===== config.mk =====
export PLATFORM = sky130hd
export DESIGN_NAME = dbg_bus_master_flat
export DESIGN_NICKNAME = d
export VERILOG_FILES = /design/src/rtl/dbg_bus_if.sv /design/src/rtl/dbg_bus_master.sv /design/src/flat_wrapper.sv
export SDC_FILE = /design/constraint.sdc
export NUM_CORES = 1
export LEC_CHECK = 0
export ABC_AREA = 1
export CAP_MARGIN = 20
export CORE_ASPECT_RATIO = 0.9
export CORE_MARGIN = 3
export CORE_UTILIZATION = 47
export CTS_CLUSTER_SIZE = 24
export DETAILED_ROUTE_END_ITERATION = 10
export GPL_TIMING_DRIVEN = 0
export HOLD_SLACK_MARGIN = 0.05
export PLACE_DENSITY_LB_ADDON = 0.15
export SLEW_MARGIN = 15
export SYNTH_ARGS = -nofsm -noshare
export SYNTH_HDL_FRONTEND = slang
export SYNTH_SLANG_ARGS = --single-unit

===== constraint.sdc =====
create_clock -name clk -period 4 [get_ports clk]
set_input_delay 0.8 -clock clk [delete_from_list [all_inputs] [get_ports clk]]
set_output_delay 0.8 -clock clk [all_outputs]
set_load 0.005 [all_outputs]

===== src/rtl/dbg_bus_if.sv =====
// Signal bundle between the debug bus master and its UART / RAM-bus neighbours.
// Handshakes: rx_vld and tx_vld are one-cycle strobes with no back-pressure; tx_vld
// only rises while txrdy is high. bus_req stays high until the grant is used, and
// ram_rdata is valid the cycle after the ram_cen cycle.
interface dbg_bus_if;
  logic        rx_vld;
  logic [7:0]  rx_data;
  logic        txrdy;
  logic        tx_vld;
  logic [7:0]  tx_data;
  logic        bus_req;
  logic        bus_gnt;
  logic        ram_cen;
  logic        ram_wen;
  logic [31:0] ram_addr;
  logic [3:0]  ram_flag;
  logic [31:0] ram_wdata;
  logic [31:0] ram_rdata;
  logic        busy;

  modport master (
    input  rx_vld, rx_data, txrdy, bus_gnt, ram_rdata,
    output tx_vld, tx_data, bus_req, ram_cen, ram_wen, ram_addr, ram_flag, ram_wdata, busy
  );

  modport slave (
    output rx_vld, rx_data, txrdy, bus_gnt, ram_rdata,
    input  tx_vld, tx_data, bus_req, ram_cen, ram_wen, ram_addr, ram_flag, ram_wdata, busy
  );
endinterface


===== src/rtl/dbg_bus_master.sv =====
// UART-driven debug master: decodes 'W'/'R' packets into single-word bus
// accesses and reports the result ('K', read data, or '?') back over the UART.
module dbg_bus_master #(
  parameter int unsigned TIMEOUT = 50000
) (
  input  logic        clk,
  input  logic        rst,
  dbg_bus_if.master   bus,
  output logic [2:0]  state_o
);

  typedef enum logic [2:0] {
    S_IDLE, S_ADDR, S_DATA, S_REQ, S_ACC, S_RDWAIT, S_RESP
  } state_t;

  localparam logic [7:0]  CMD_W    = 8'h57;
  localparam logic [7:0]  CMD_R    = 8'h52;
  localparam logic [7:0]  RSP_ERR  = 8'h3F;
  localparam logic [7:0]  RSP_OK   = 8'h4B;
  localparam logic [19:0] TMO_LAST = 20'(TIMEOUT - 1);

  state_t      state_q, state_d;
  logic [7:0]  cmd_q;
  logic [31:0] addr_q;
  logic [31:0] wdata_q;
  logic [31:0] rdata_q;
  logic [1:0]  byte_cnt_q;
  logic [2:0]  resp_cnt_q;
  logic [19:0] tmo_cnt_q;
  logic        tx_vld_q;

  logic is_write;
  logic cmd_ok;
  logic tmo_hit;
  logic tx_fire;

  assign is_write = (cmd_q == CMD_W);
  assign cmd_ok   = (bus.rx_data == CMD_W) || (bus.rx_data == CMD_R);
  assign tmo_hit  = (tmo_cnt_q == TMO_LAST);
  // A byte goes out only on txrdy and never back-to-back.
  assign tx_fire  = (state_q == S_RESP) && bus.txrdy && !tx_vld_q;
  assign state_o  = state_q;

  always_ff @(posedge clk or posedge rst) begin
    if (rst) state_q <= S_IDLE;
    else     state_q <= state_d;
  end

  always_comb begin
    state_d = state_q;
    case (state_q)
      S_IDLE:   if (bus.rx_vld) state_d = cmd_ok ? S_ADDR : S_RESP;
      S_ADDR: begin
        if (bus.rx_vld) begin
          if (byte_cnt_q == 2'd3) state_d = is_write ? S_DATA : S_REQ;
        end else if (tmo_hit) begin
          state_d = S_IDLE;
        end
      end
      S_DATA: begin
        if (bus.rx_vld) begin
          if (byte_cnt_q == 2'd3) state_d = S_REQ;
        end else if (tmo_hit) begin
          state_d = S_IDLE;
        end
      end
      S_REQ:    if (bus.bus_gnt) state_d = S_ACC;
      S_ACC:    state_d = is_write ? S_RESP : S_RDWAIT;
      S_RDWAIT: state_d = S_RESP;
      S_RESP:   if (tx_fire && (resp_cnt_q == 3'd1)) state_d = S_IDLE;
      default:  state_d = S_IDLE;
    endcase
  end

  always_comb begin
    bus.bus_req   = (state_q == S_REQ) || (state_q == S_ACC);
    bus.ram_cen   = (state_q == S_ACC);
    bus.ram_wen   = (state_q == S_ACC) && is_write;
    bus.ram_addr  = {addr_q[31:2], 2'b00};
    bus.ram_flag  = 4'hF;
    bus.ram_wdata = wdata_q;
    bus.tx_vld    = tx_fire;
    bus.tx_data   = rdata_q[31:24];
    bus.busy      = (state_q != S_IDLE);
  end

  // rdata_q doubles as the response shift register, MSB byte on tx_data.
  always_ff @(posedge clk or posedge rst) begin
    if (rst) begin
      cmd_q      <= '0;
      addr_q     <= '0;
      wdata_q    <= '0;
      rdata_q    <= '0;
      byte_cnt_q <= '0;
      resp_cnt_q <= '0;
      tmo_cnt_q  <= '0;
      tx_vld_q   <= 1'b0;
    end else begin
      tx_vld_q <= tx_fire;
      case (state_q)
        S_IDLE: begin
          if (bus.rx_vld) begin
            cmd_q      <= bus.rx_data;
            byte_cnt_q <= '0;
            tmo_cnt_q  <= '0;
            if (!cmd_ok) begin
              rdata_q    <= {RSP_ERR, 24'h0};
              resp_cnt_q <= 3'd1;
            end
          end
        end
        S_ADDR: begin
          if (bus.rx_vld) begin
            addr_q     <= {addr_q[23:0], bus.rx_data};
            byte_cnt_q <= byte_cnt_q + 2'd1;
            tmo_cnt_q  <= '0;
          end else begin
            tmo_cnt_q  <= tmo_cnt_q + 20'd1;
          end
        end
        S_DATA: begin
          if (bus.rx_vld) begin
            wdata_q    <= {wdata_q[23:0], bus.rx_data};
            byte_cnt_q <= byte_cnt_q + 2'd1;
            tmo_cnt_q  <= '0;
          end else begin
            tmo_cnt_q  <= tmo_cnt_q + 20'd1;
          end
        end
        S_ACC: begin
          if (is_write) begin
            rdata_q    <= {RSP_OK, 24'h0};
            resp_cnt_q <= 3'd1;
          end
        end
        S_RDWAIT: begin
          rdata_q    <= bus.ram_rdata;
          resp_cnt_q <= 3'd4;
        end
        S_RESP: begin
          if (tx_fire) begin
            rdata_q    <= {rdata_q[23:0], 8'h00};
            resp_cnt_q <= resp_cnt_q - 3'd1;
          end
        end
        default: ;
      endcase
    end
  end

endmodule


===== src/flat_wrapper.sv =====
// flat-port wrapper written by rule: the top's interface ports become plain ports
module dbg_bus_master_flat 
#(
  parameter int unsigned TIMEOUT = 50000
)
  (clk, rst, state_o, bus_rx_vld, bus_rx_data, bus_txrdy, bus_bus_gnt, bus_ram_rdata, bus_tx_vld, bus_tx_data, bus_bus_req, bus_ram_cen, bus_ram_wen, bus_ram_addr, bus_ram_flag, bus_ram_wdata, bus_busy);
  dbg_bus_if bus_i ();
  input  logic clk;
  input  logic rst;
  output logic [2:0] state_o;
  input wire logic [$bits(bus_i.rx_vld)-1:0] bus_rx_vld;
  input wire logic [$bits(bus_i.rx_data)-1:0] bus_rx_data;
  input wire logic [$bits(bus_i.txrdy)-1:0] bus_txrdy;
  input wire logic [$bits(bus_i.bus_gnt)-1:0] bus_bus_gnt;
  input wire logic [$bits(bus_i.ram_rdata)-1:0] bus_ram_rdata;
  output wire logic [$bits(bus_i.tx_vld)-1:0] bus_tx_vld;
  output wire logic [$bits(bus_i.tx_data)-1:0] bus_tx_data;
  output wire logic [$bits(bus_i.bus_req)-1:0] bus_bus_req;
  output wire logic [$bits(bus_i.ram_cen)-1:0] bus_ram_cen;
  output wire logic [$bits(bus_i.ram_wen)-1:0] bus_ram_wen;
  output wire logic [$bits(bus_i.ram_addr)-1:0] bus_ram_addr;
  output wire logic [$bits(bus_i.ram_flag)-1:0] bus_ram_flag;
  output wire logic [$bits(bus_i.ram_wdata)-1:0] bus_ram_wdata;
  output wire logic [$bits(bus_i.busy)-1:0] bus_busy;
  assign bus_i.rx_vld = bus_rx_vld;
  assign bus_i.rx_data = bus_rx_data;
  assign bus_i.txrdy = bus_txrdy;
  assign bus_i.bus_gnt = bus_bus_gnt;
  assign bus_i.ram_rdata = bus_ram_rdata;
  assign bus_tx_vld = bus_i.tx_vld;
  assign bus_tx_data = bus_i.tx_data;
  assign bus_bus_req = bus_i.bus_req;
  assign bus_ram_cen = bus_i.ram_cen;
  assign bus_ram_wen = bus_i.ram_wen;
  assign bus_ram_addr = bus_i.ram_addr;
  assign bus_ram_flag = bus_i.ram_flag;
  assign bus_ram_wdata = bus_i.ram_wdata;
  assign bus_busy = bus_i.busy;
  dbg_bus_master #(.TIMEOUT(TIMEOUT)) u_core (.clk(clk), .rst(rst), .bus(bus_i), .state_o(state_o));
endmodule

==> results.toml, run 1 <==
[status]
status = "completed"

[yosys]
ys_top_cells_by_area = "dfrtp_1 52%, nand2_1 13%, buf_4 5.6%"
ys_seq_area_frac = 0.520
yosysTopAreaCell = "dfrtp_1"
syn_inst = 761
ys.flop_type = "dfrtp_1"
synth_edf_count = 0
async_flop_share = 1.00
synth_top_area_share = 0.520
ys_warn_count = 0
ys_top_cells_by_count = "221 x nand2_1, 133 x dfrtp_1, 63 x nor2_1, 58 x inv_1, 54 x o21ai_0"
avgSynthCellArea_sq_um = 8.42
syn-cell-area_sq_um = 6400
yosysMostFrequentCell = "nand2_1"
ys_types = 34
ys_seq_elements = 133

[timing]
fin_skew_ns = 0.00621
setup_ws_ns = 0.948
setup_tns_ns = 0
slew_headroom = 0.654
setup_violations = 0
rsz0062_at_grt = "no"
fin_crit_sh = 0.763
fmax_ghz = 0.328
period_needed_ns = 3.05
whs_ns = 0.443
finalMaxSlewViolations = 0
tightest_slew_ns = 0.519
hold_viol_final = 0

[placement]
place_ws_ns = 1.09
dp_hpwl_microns = 11300
dp.cells = 1054
gp_congestion = 0.868
portBuffers = 121

[final_layout]
multiInputGateArea_sq_um = 2380
register_area_sq_um = 3330
fillers = 1047
finalNonFillerCells = 1086
final_core_utilization = 0.653
area_growth_pct = 32.8
nets = 958
drive_above_1_share = 0.137
antennaDiodeCount = 0

[critical_path]
worstPathRequired_ns = 3.20
worst_setup_path_start_kind = "register"
crit_type = "register to output pin"
end_kind = "output pin"
arrival_ns = 2.25
crit_buf_inv = 2
slowest_stage = "dfrtp_1"
crit_chain = "nand2_1 > nor2_4 > inv_1 > nor3_1 > clkdlybuf4s50_1"
critical_path.max_stage_delay_ns = 0.56
crit_fanout = 9
r2r.worst_path.cells = 9
critPathTopFamily = "buffers and inverters"
worst-path-stages = 5

[route]
vias = 5438
viasPerCell = 5.01
drtIter0Drc = 418
ant_nets = 0
first_pass_iters = 5
drc_errors = 0
wirelength_microns = 15200
post_drt_wl_per_cell_microns = 14.0

[job]
maxCapViolations = 0

[clock_tree]
post_cts_buffers = 0
cts_made_buffers = 17
path_clk_slew_ns = 0.05
h-tree-depth = 4
tritoncts = "yes"
cts_root_buf = "clkbuf_16"
numClockSinks = 133
cts_buffer_depth = 2
cts_resized = 0
clk_latency_ns = 0.42
ctsHoldBuffers = 0

[grt]
grtUsageTotal = 0.216
grt_pass1_wl_microns = 25500
grt_max_degree = 38
antenna_found_initial = 0
grt_pass1_vias = 5225
grt-ovfl-total = 0

[pwr]
irDropWorstVdd_mv = 0.365
p_leak_nw = 4.19
p_per_area_nw_per_um2 = 749

[floorplanning]
core_sq_um = 13000
die_x_microns = 129
die_area_sq_um = 15100
pin_count = 129
initial_core_util = 0.492
fp.dieH_microns = 117
rows = 39

[min_path]
holdPathStages = 1
holdCritPathClass = "register to register"
[power by group]
group | switching (mW) | total [mW] | internal [mW]
registers | 0.360 | 2.23 | 1.87
logic | 1.25 | 2.63 | 1.38
clock network | 0.575 | 1.51 | 0.932
[worst paths after layout]
kind                                                from                                    to  slack, ns
max                        u_core.state_o[2]$_DFFE_PP0P_                            bus_tx_vld       0.95
min                            u_core.tx_vld_q$_DFF_PP0_             u_core.tx_vld_q$_DFF_PP0_       0.44
max reg2reg                u_core.state_o[0]$_DFFE_PP0P_        u_core.rdata_q[18]$_DFFE_PP0P_       2.04
min reg2reg                    u_core.tx_vld_q$_DFF_PP0_             u_core.tx_vld_q$_DFF_PP0_       0.44
max in group asynchronous                            rst  u_core.bus.ram_wdata[11]$_DFFE_PP0P_       2.59
min in group asynchronous                            rst         u_core.addr_q[27]$_DFFE_PP0P_       0.70
[layout make-up]
type / instances / share of cell area
well taps: 164 / 0.0241
flip-flops and latches: 133 / 0.391
clock inverters: 12 / 0.0152
repair buffers: 125 / 0.153
clock buffers: 20 / 0.0525
multi-input cells: 495 / 0.280
inverters: 65 / 0.0291
plain buffers: 72 / 0.0546
[kinds of logic (layout without fill, tap and decap cells)]
family,after synthesis,after routing,share of synthesized area
AO/OA/AOI/OAI,101,101,0.0926
XOR/XNOR,4,4,0.00547
adder cells (fa/ha/maj),4,4,0.00781
buffers and inverters,137,294,0.111
flip-flops,133,133,0.520
multiplexers,16,16,0.0281
other,2,6,0.00117
AND/OR/NAND/NOR,364,364,0.235
[cells in the final DEF (no fill, tap or decap), drive strengths merged, types with 2 or more instances in the layout]
cell type	netlist	final
a21oi	24	24
xnor2	2	2
clkinv	0	8
dfrtp	133	133
nand4	7	7
clkdlybuf4s50	0	121
nand3	52	52
inv	65	66
buf	57	61
a22o	17	17
mux2	16	16
o21ai	57	57
ha	4	4
clkbuf	15	35
bufinv	0	2
nor2	67	67
conb	2	6
xor2	2	2
nand2	225	225
nor3	11	11
[state kept, by name, summed over array words and instances, names as in the netlist]
name / flops
u_core.addr_q: 32
u_core.bus.ram_wdata: 32
u_core.state_o: 3
u_core.byte_cnt_q: 2
u_core.cmd_q: 8
u_core.rdata_q: 32
u_core.resp_cnt_q: 3
u_core.tx_vld_q: 1
u_core.tmo_cnt_q: 20
[per-layer routing]
metal | share of wire | vias up | track usage
met5 | 0 | - | 0
met3 | 0.070 | 15 | 0.0640
met4 | 0.011 | 0 | 0.0735
met1 | 0.46 | 2527 | 0.305
met2 | 0.46 | 205 | 0.320
li1 | - | 2691 | -
[per-stage QoR]
step                total power, mW  instance area, sq um
finish                         6.37                  8500
global route                   6.87                  8500
CTS                            6.42                  8500
detailed placement             4.90                  7930
global placement               4.81                  7840
floorplan                      3.69                  6420
[worst reg2reg max path: stages (launching register included)]
cell and delay (ns):
dfrtp_1 0.49, nand2_1 0.18, inv_1 0.08, nor2_2 0.20
o21ai_1 0.13, a21oi_4 0.31, nand2_4 0.14, buf_2 0.20
nand2_1 0.07, nand2_1 0.05
No activity file was read; power rests on OpenSTA's default activity.
==> run 2, diff against run 1 <==
--- a/config.mk
+++ b/config.mk
@@ -9,7 +9,7 @@
 export CAP_MARGIN = 20
 export CORE_ASPECT_RATIO = 0.9
 export CORE_MARGIN = 3
-export CORE_UTILIZATION = 47
+export CORE_UTILIZATION = 52
 export CTS_CLUSTER_SIZE = 24
 export DETAILED_ROUTE_END_ITERATION = 10
 export GPL_TIMING_DRIVEN = 0
==> constraint.sdc (replaced) <==
create_clock -name clk -period 2.86 [get_ports clk]
set_input_delay 0.572 -clock clk [delete_from_list [all_inputs] [get_ports clk]]
set_output_delay 0.572 -clock clk [all_outputs]
set_load 0.005 [all_outputs]
==> results.toml, run 2 (synthesized netlist as in run 1, its figures left out) <==
[route]
drtIter0Drc = 569
post_drt_wl_per_cell_microns = 14.5
wirelength_microns = 15600
ant_nets = 0
viasPerCell = 5.21
vias = 5618
first_pass_iters = 6
drc_errors = 0

[final_layout]
mostFrequentLayoutCell = "nand2_1"
final_core_utilization = 0.725
area_growth_pct = 32.6
final_area_sq_um = 8490
antennaDiodeCount = 0
drive_above_1_share = 0.139
final_cell_mix = "221 x nand2_1, 132 x dfrtp_1, 121 x clkdlybuf4s50_1, 63 x nor2_1, 57 x inv_1"
nets = 958
finalNonFillerCells = 1078

[floorplanning]
pin_count = 129
initial_core_util = 0.547
core_sq_um = 11700
die_area_sq_um = 13700
rows = 37
fp.dieH_microns = 111
die_x_microns = 123

[grt]
grt-ovfl-total = 0
grt_max_degree = 38
antenna_found_initial = 0
grtUsageTotal = 0.241
grt_pass1_vias = 5367
grt_pass1_wl_microns = 26200

[timing]
setup_tns_ns = 0
finalMaxSlewViolations = 0
rsz0062_at_grt = "no"
fin_crit_sh = 0.969
setup_violations = 0
fmax_ghz = 0.361
fin_skew_ns = 0.00601
hold_viol_final = 0
slew_headroom = 0.639
tightest_slew_ns = 0.541
period_needed_ns = 2.77

[clock_tree]
cts_made_buffers = 17
cts_resized = 0
ctsHoldBuffers = 0
cts_root_buf = "clkbuf_16"
path_clk_slew_ns = 0.06
cts_buffer_depth = 2
h-tree-depth = 4
tritoncts = "yes"
post_cts_buffers = 0
clk_latency_ns = 0.42
numClockSinks = 133

[critical_path]
arrival_ns = 2.20
worstReg2RegEnd = "u_core.rdata_q[16]$_DFFE_PP0P_"
worstReg2RegStart = "u_core.state_o[0]$_DFFE_PP0P_"
r2r.worst_path.cells = 9
worst_setup_path_start_kind = "register"
worstPathRequired_ns = 2.29
crit_type = "register to output pin"
crit_fanout = 6
end_kind = "output pin"
r2r_slack_ns = 0.87

[placement]
gp_congestion = 0.909
dp.cells = 1046
placed_area_sq_um = 7920
dp_hpwl_microns = 11400
portBuffers = 121

[pwr]
p_per_area_nw_per_um2 = 1050
p_leak_nw = 4.17
irDropWorstVdd_mv = 0.552

[min_path]
holdCritPathClass = "primary input to register"
hp-start = "bus_rx_vld"
holdPathStages = 2
min_to = "u_core.tmo_cnt_q[0]$_DFFE_PP0P_"

[job]
maxCapViolations = 0

[status]
status = "completed"
[run 2: area by class of cell]
class | count | area, sq um
repair buffers | 125 | 1300
fillers | 879 | 3220
clock inverters | 11 | 101
multi-input cells | 495 | 2380
flip-flops and latches | 133 | 3330
plain buffers | 72 | 464
inverters | 65 | 248
well taps | 156 | 195
clock buffers | 21 | 470
[run 2: stage by stage]
stage	setup WS [ns]	hold slack, ns	power [mW]
finish	0.0901	0.413	8.93
global route	0.00499	0.422	9.57
CTS	0.0571	0.403	8.97
detailed placement	0.420	0.436	6.85
global placement	-0.505	0.438	6.70
floorplan	0.637	0.436	5.16
[run 2: how the worst max path moves through the flow]
stage	start	to	slack, ns	cells past startpoint
detailed placement	bus_txrdy	bus_tx_vld	0.42	4
CTS	u_core.state_o[2]$_DFFE_PP0P_	bus_tx_vld	0.06	5
finish	u_core.state_o[0]$_DFFE_PP0P_	bus_ram_wen	0.09	6
floorplan	rst	u_core.addr_q[0]$_DFFE_PP0P_	0.64	1
global route	u_core.state_o[1]$_DFFE_PP0P_	bus_tx_vld	0.005	5
global placement	rst	u_core.rdata_q[11]$_DFFE_PP0P_	-0.50	2
[run 2: power by group]
group	leakage (nW)	internal (mW)	switching, mW
logic	2.20	1.94	1.78
clock network	0.271	1.26	0.819
registers	1.70	2.62	0.505
total	4.17	5.82	3.10
[run 2: worst max-delay path, stage by stage (launching register included)]
cell             delay (ns)
dfrtp_1                0.51
inv_2                  0.13
nand2_1                0.12
inv_2                  0.10
nand2_2                0.10
nor2_1                 0.26
clkdlybuf4s50_1        0.56
[run 2: per-layer routing]
metal  wire length [microns]  GRT usage
met5                       0          0
met4                     182     0.0620
met3                    1210     0.0704
met2                    7260      0.375
met1                    6930      0.332
